$ cat config.mk
export PLATFORM = sky130hd
export DESIGN_NAME = quadrature_decoder
export DESIGN_NICKNAME = d
export VERILOG_FILES = /design/src/rtl/qdec_pkg.sv /design/src/rtl/qdec_sync.sv /design/src/rtl/quadrature_decoder.sv
export SDC_FILE = /design/constraint.sdc
export NUM_CORES = 1
export LEC_CHECK = 0
export CELL_PAD_IN_SITES_DETAIL_PLACEMENT = 0
export CELL_PAD_IN_SITES_GLOBAL_PLACEMENT = 1
export CORE_MARGIN = 3
export CORE_UTILIZATION = 31
export CTS_CLUSTER_SIZE = 14
export DETAILED_ROUTE_END_ITERATION = 8
export GPL_ROUTABILITY_DRIVEN = 0
export HOLD_SLACK_MARGIN = 0.1
export PLACE_DENSITY = 0.65
export SETUP_SLACK_MARGIN = 0.4
export SYNTH_ARGS = -nofsm -noshare
export SYNTH_HDL_FRONTEND = slang
export SYNTH_SLANG_ARGS = --single-unit
$ cat constraint.sdc
create_clock -name clk -period 1.8 [get_ports clk]
set_input_delay 0.36 -clock clk [delete_from_list [all_inputs] [get_ports clk]]
set_output_delay 0.36 -clock clk [all_outputs]
set_load 0.05 [all_outputs]
$ cat src/rtl/qdec_pkg.sv
`default_nettype none
// ============================================================================
// Module   : qdec_pkg
// Purpose  : Shared constants and the phase-sequence lookup for the
//            quadrature decoder.
// Revision : 1.0 - initial release
// ============================================================================
package qdec_pkg;

  // Two-bit phase codes, written as {a, b}
  localparam logic [1:0] ST_00 = 2'b00;
  localparam logic [1:0] ST_01 = 2'b01;
  localparam logic [1:0] ST_11 = 2'b11;
  localparam logic [1:0] ST_10 = 2'b10;

  // Direction encoding shared with the downstream up/down counter
  localparam logic DIR_UP   = 1'b1;
  localparam logic DIR_DOWN = 1'b0;

  // Code that legally follows 'state' when moving in direction 'dir'.
  // Up walks 00->01->11->10->00; down walks the same ring backwards.
  function automatic logic [1:0] qdec_next(input logic [1:0] state, input logic dir);
    logic [1:0] nxt;
    nxt = ST_00;
    case (state)
      ST_00:   nxt = (dir == DIR_UP) ? ST_01 : ST_10;
      ST_01:   nxt = (dir == DIR_UP) ? ST_11 : ST_00;
      ST_11:   nxt = (dir == DIR_UP) ? ST_10 : ST_01;
      ST_10:   nxt = (dir == DIR_UP) ? ST_00 : ST_11;
      default: nxt = ST_00;
    endcase
    return nxt;
  endfunction

endpackage
`default_nettype wire

$ cat src/rtl/qdec_sync.sv
`default_nettype none
// ============================================================================
// Module   : qdec_sync
// Purpose  : Single-bit multi-flop synchronizer for one quadrature phase,
//            with an optional stability filter behind it.
//            Filter present only when QDEC_FILTER_EN is defined.
// Revision : 1.0 - initial release
// ============================================================================
module qdec_sync #(
  parameter int SYNC_STAGES = 2
`ifdef QDEC_FILTER_EN
  , parameter int FILTER_CYCLES = 3
`endif
) (
  input  logic clk,
  input  logic reset,
  input  logic d_in,
  output logic q_out
);

  logic [SYNC_STAGES-1:0] r_sync;

  // Shift the asynchronous pin through the synchronizer chain
  always_ff @(posedge clk or posedge reset) begin
    if (reset) begin
      r_sync <= '0;
    end else begin
      r_sync <= {r_sync[SYNC_STAGES-2:0], d_in};
    end
  end

`ifdef QDEC_FILTER_EN
  localparam int c_CNT_W = (FILTER_CYCLES > 1) ? $clog2(FILTER_CYCLES + 1) : 1;
  localparam logic [c_CNT_W-1:0] c_LAST = c_CNT_W'(FILTER_CYCLES - 1);

  logic               r_filt;
  logic [c_CNT_W-1:0] r_cnt;

  // Accept a new level only once it has been seen on FILTER_CYCLES
  // consecutive samples; any return to the old level restarts the count.
  always_ff @(posedge clk or posedge reset) begin
    if (reset) begin
      r_filt <= 1'b0;
      r_cnt  <= '0;
    end else if (r_sync[SYNC_STAGES-1] == r_filt) begin
      r_cnt <= '0;
    end else if (r_cnt == c_LAST) begin
      r_filt <= r_sync[SYNC_STAGES-1];
      r_cnt  <= '0;
    end else begin
      r_cnt <= r_cnt + 1'b1;
    end
  end

  assign q_out = r_filt;
`else
  assign q_out = r_sync[SYNC_STAGES-1];
`endif

endmodule
`default_nettype wire

$ cat src/rtl/quadrature_decoder.sv
`default_nettype none
// ============================================================================
// Module   : quadrature_decoder
// Purpose  : Decodes a quadrature pair into a step strobe, a direction flag
//            and a wrapping position count, with a sticky illegal-edge flag.
//            Optional glitch filter enabled by defining QDEC_FILTER_EN.
// Revision : 1.0 - initial release
// ============================================================================
module quadrature_decoder #(
  parameter int WIDTH         = 4,
  parameter int SYNC_STAGES   = 2,
  parameter int FILTER_CYCLES = 3
) (
  input  logic             clk,
  input  logic             reset,
  input  logic             a_in,
  input  logic             b_in,
  input  logic             clear,
  output logic             step,
  output logic             up_down,
  output logic [WIDTH-1:0] count,
  output logic             error
);

  import qdec_pkg::*;

`ifdef QDEC_FILTER_EN
  localparam bit c_FILTER_EN = 1'b1;
`else
  localparam bit c_FILTER_EN = 1'b0;
`endif

  // Cycles after reset release before the decoder input reflects the pins.
  // Priming waits for this so the pin level at release is taken as the
  // starting phase instead of looking like an edge away from 00.
  localparam int c_WARM   = SYNC_STAGES + (c_FILTER_EN ? FILTER_CYCLES : 0);
  localparam int c_WARM_W = $clog2(c_WARM + 1);

  logic                r_primed;
  logic [c_WARM_W-1:0] r_warm;
  logic [1:0]          r_prev;
  logic                r_step;
  logic                r_dir;
  logic [WIDTH-1:0]    r_count;
  logic                r_error;

  logic       w_a;
  logic       w_b;
  logic [1:0] w_cur;
  logic       w_up;
  logic       w_dn;
  logic       w_illegal;

  qdec_sync #(
    .SYNC_STAGES   (SYNC_STAGES)
`ifdef QDEC_FILTER_EN
    , .FILTER_CYCLES (FILTER_CYCLES)
`endif
  ) u_sync_a (
    .clk   (clk),
    .reset (reset),
    .d_in  (a_in),
    .q_out (w_a)
  );

  qdec_sync #(
    .SYNC_STAGES   (SYNC_STAGES)
`ifdef QDEC_FILTER_EN
    , .FILTER_CYCLES (FILTER_CYCLES)
`endif
  ) u_sync_b (
    .clk   (clk),
    .reset (reset),
    .d_in  (b_in),
    .q_out (w_b)
  );

  // Classify the synchronized code against the last accepted phase
  always_comb begin
    w_cur     = {w_a, w_b};
    w_up      = r_primed && (w_cur == qdec_next(r_prev, DIR_UP));
    w_dn      = r_primed && (w_cur == qdec_next(r_prev, DIR_DOWN));
    w_illegal = r_primed && (w_cur == ~r_prev);
  end

  // Priming, phase tracking, step strobe and direction
  always_ff @(posedge clk or posedge reset) begin
    if (reset) begin
      r_primed <= 1'b0;
      r_warm   <= '0;
      r_prev   <= ST_00;
      r_step   <= 1'b0;
      r_dir    <= DIR_UP;
    end else begin
      r_step <= 1'b0;
      if (!r_primed) begin
        if (r_warm == c_WARM_W'(c_WARM)) begin
          r_prev   <= w_cur;
          r_primed <= 1'b1;
        end else begin
          r_warm <= r_warm + 1'b1;
        end
      end else begin
        // Always follow the pins, so an illegal jump resynchronizes too
        r_prev <= w_cur;
        if (w_up || w_dn) begin
          r_step <= 1'b1;
          r_dir  <= w_up ? DIR_UP : DIR_DOWN;
        end
      end
    end
  end

  // Position count and sticky error; clear overrides any same-cycle update
  always_ff @(posedge clk or posedge reset) begin
    if (reset) begin
      r_count <= '0;
      r_error <= 1'b0;
    end else if (clear) begin
      r_count <= '0;
      r_error <= 1'b0;
    end else begin
      if (w_up) begin
        r_count <= r_count + 1'b1;
      end else if (w_dn) begin
        r_count <= r_count - 1'b1;
      end
      if (w_illegal) begin
        r_error <= 1'b1;
      end
    end
  end

  assign step    = r_step;
  assign up_down = r_dir;
  assign count   = r_count;
  assign error   = r_error;

endmodule
`default_nettype wire

==> summary.md <==
| Metric | Value |
|---|---|
| Status | `finished clean` |
| Critical Path AT | `2.02 ns` |
| Final ANT Viol Nets | `0` |
| Fin. max-slew vios | `0` |
| Area contributors post-synth | `dfrtp_1, xnor2_1, ha_1` |
| Root Buffer | `clkbuf_4` |
| Routed wire length | `between 1500 and 2000 um` |
| Drt via density | `just under 5` |
| Worst-margin pin slew | `a little over 0.3 ns` |
| Commonest cells in the netlist | `dfrtp_1, inv_1, a21oi_1, xnor2_1` |
| Share of cells above drive strength 1 | `0.4842` |
| Syn_area_per_cell | `roughly 11 um^2` |
| Mapped Nets | `77` |
| Clock transition at the registers of the reported paths | `roughly 0.090 ns` |
| Initial antenna violation count | `0` |
| Mapped Area | `777.0 um^2` |
| Post-DP HPWL | `1128 um` |
| Setup-failing EPs final | `0` |
| Sequential power share | `0.364` |
| Switching share of total power | `0.3820` |
| Final hold vios | `0` |
| First-pass GRT wire length | `roughly 2800 um` |
| Non-Filler Instances | `roughly 120` |
| Worst Skew | `roughly 0.010 ns` |
| Placed cells | `between 100 and 150` |
| CTS Hold Bufs | `0` |
| Post-route DRC | `0` |
| Skew-Pair Late Insertion Delay | `between 0.2 and 0.3 ns` |
| Dpl ws | `-0.04796 ns` |
| Pre-antenna DRT Iters | `4` |
| Async S/R FF share, synth | `1.000` |
| Synth top area share | `0.4831` |
| Post-synth cell types | `25` |
| Die height | `around 56 um` |
| Routed wire per std cell | `about 12 um` |
| Port bufs | `11` |
| Crit share post-route | `0.9964` |
| P_int | `0.7797 mW` |
| Final Critical Period | `roughly 1.8 ns` |
| Rows | `17` |
| Worst R2R Path Depth | `7` |
| Area leader, netlist | `dfrtp_1` |
| Die X | `between 50 and 60 um` |
| Reg2Reg Setup Slack | `approximately 0.0065 ns` |
| Hold Path End | `u_sync_b.r_sync[1]$_DFF_PP0_` |
| Critical Path RT | `roughly 2.0 ns` |
| Synthesis Warnings | `0` |
| Pleak | `0.5078 nW` |
| Maximum VDD drop | `roughly 640 uV` |
| Largest net degree at the start of global routing | `17` |
| Layout Area Growth over Synthesis | `50.89%` |
| Final WS setup | `about 0.0065 ns` |
| Diode count | `0` |
| Hold WS | `~0.35 ns` |
| PD cells | `around 1100 mW/mm^2` |
| Seq cells post-synth | `16` |
| CTS tree | `done` |
| # clock sinks | `16` |
| Post-synthesis cell count | `between 60 and 70` |
| Layout fillers | `206` |
| Starting density of the core | `0.3382` |
| Most frequent cell after synthesis | `dfrtp_1` |
| Core area | `approximately 0.0023 mm^2` |
| Sequential fraction of the synthesis area | `0.5169` |
| Crit end category | `flip-flop` |
| Vias in the first global route | `roughly 630` |
| Headroom to the max-slew limit | `0.7946` |
| Die Area | `~0.0031 mm^2` |
| F_max | `~0.56 GHz` |
| Setup CP Type | `flip-flop to flip-flop` |
| Total congestion overflow | `0` |
| Total track usage | `0.1129` |
| Beginning of the worst hold path | `u_sync_b.r_sync[0]$_DFF_PP0_` |
| Layout Nets | `roughly 110` |
| Starting DRC count in detailed routing | `7` |
| Synth Flop Type | `dfrtp_1` |
| Max-cap violation count | `0` |
| IO Pins | `12` |
| Part of the power in the clock network | `0.191` |
| Worst-path fanout max | `5` |
| DR vias | `around 600` |
| RR Endpoint | `count[3]$_DFFE_PP0P_` |
| Element type at the critical path start | `flip-flop` |
| P_sw | `roughly 0.48 mW` |
| CTS Buf Count | `3` |
| H-tree depth | `1` |
| Max Buffers Root-to-Sink | `2` |
| Cell depth of the worst hold path | `0` |
| RSZ-0062 raised after global routing | `yes` |
| Worst R2R Start | `u_sync_a.r_sync[1]$_DFF_PP0_` |
| Combinational power share | `0.445` |
| Post-synth EDFFs | `0` |
| Worst hold-check path type | `flip-flop to flip-flop` |
==> worst max path at each step <==
stage / from / endpoint / slack (ns) / cells past startpoint
2_1_floorplan: r_prev[0]$_DFFE_PP0N_ / count[3]$_DFFE_PP0P_ / 0.06 / 7
5_1_grt: r_prev[1]$_DFFE_PP0N_ / count[3]$_DFFE_PP0P_ / -0.11 / 7
3_3_place_gp: u_sync_b.r_sync[1]$_DFF_PP0_ / count[3]$_DFFE_PP0P_ / 0.0008 / 7
3_5_place_dp: u_sync_b.r_sync[1]$_DFF_PP0_ / count[3]$_DFFE_PP0P_ / -0.05 / 7
4_1_cts: u_sync_b.r_sync[1]$_DFF_PP0_ / count[3]$_DFFE_PP0P_ / 0.004 / 7
6_report: u_sync_a.r_sync[1]$_DFF_PP0_ / count[3]$_DFFE_PP0P_ / 0.006 / 7
==> per-layer routing <==
metal  wire (um)  GRT usage  vias to the layer above
li1            -          -                      289
met5           0          0                        -
met4          38    0.03051                        0
met3          86    0.04872                        6
met1         642     0.1214                      290
met2         745     0.2003                       17
==> worst max-delay path, stage by stage, from the launching register on <==
cell       delay, ns
dfrtp_1         0.41
xnor2_1         0.19
nand3_2         0.18
ha_4            0.26
a21o_1          0.20
a2111oi_2       0.29
nand4_1         0.11
nand4_1         0.09
==> area by class of cell <==
cell class	count	area, um^2	share of cell area
Inverter	8	30.03	0.02561
Tap cell	28	35.03	0.02988
Clock buffer	4	36.28	0.03095
Sequential cell	16	404.1	0.3447
Multi-Input combinational cell	43	461.7	0.3938
Timing Repair Buffer	24	205.2	0.1750
==> cells by family after synthesis <==
family,Yosys count,share of synthesized area
compound gates,16,0.1369
flops,16,0.5169
simple gates,12,0.07731
buf+inv,9,0.04348
xor+xnor,8,0.1095
fa+ha+maj,4,0.07408
mux,3,0.04187
==> state kept, by name, indices dropped and copies added, names as in the netlist, 2 cells and up <==
register	count
u_sync_b.r_sync	2
r_warm	2
u_sync_a.r_sync	2
count	4
r_prev	2
==> cell usage in the layout (no fill, tap or decap), types with 2 or more instances in the layout <==
master	instances
buf_6	2
inv_1	7
xnor2_4	2
a21o_1	2
xor2_4	2
xnor2_1	2
nand3_1	3
o21ai_0	2
ha_4	2
nand4_1	2
mux2_2	2
dfrtp_2	2
dfrtp_1	13
nor2_2	2
clkdlybuf4s50_1	4
clkbuf_4	3
buf_4	17
a21oi_2	2
a21oi_1	3
nand2_1	2
==> power by group through the flow <==
stage | Combinational [mW] | Sequential (mW) | Clock [mW]
global placement | 0.487 | 0.463 | 0
CTS | 0.525 | 0.458 | 0.254
finish | 0.562 | 0.459 | 0.241
global route | 0.602 | 0.468 | 0.274
detailed placement | 0.486 | 0.467 | 0
floorplan | 0.214 | 0.598 | 0
==> through the flow <==
| step | setup TNS, ns | instance area [um^2] | power (mW) | utilization |
|---|---|---|---|---|
| after floorplan | 0 | 817.0 | 0.8116 | - |
| after global placement | 0 | 1007 | 0.9505 | 0.4385 |
| after detailed placement | -0.04796 | 1007 | 0.9530 | 0.4385 |
| after CTS | 0 | 1129 | 1.236 | 0.4913 |
| after global routing | -0.1432 | 1172 | 1.344 | 0.5103 |
| final | 0 | 1172 | 1.262 | 0.5103 |
==> what timing repair did <==
item / 4_1_cts / 5_1_grt
setup endpoints to repair: 5 / 8
buffers inserted: 4 / 0
gates resized for setup: 8 / 11
pin swaps: 5 / 3
(Power assumes the default switching activity.)
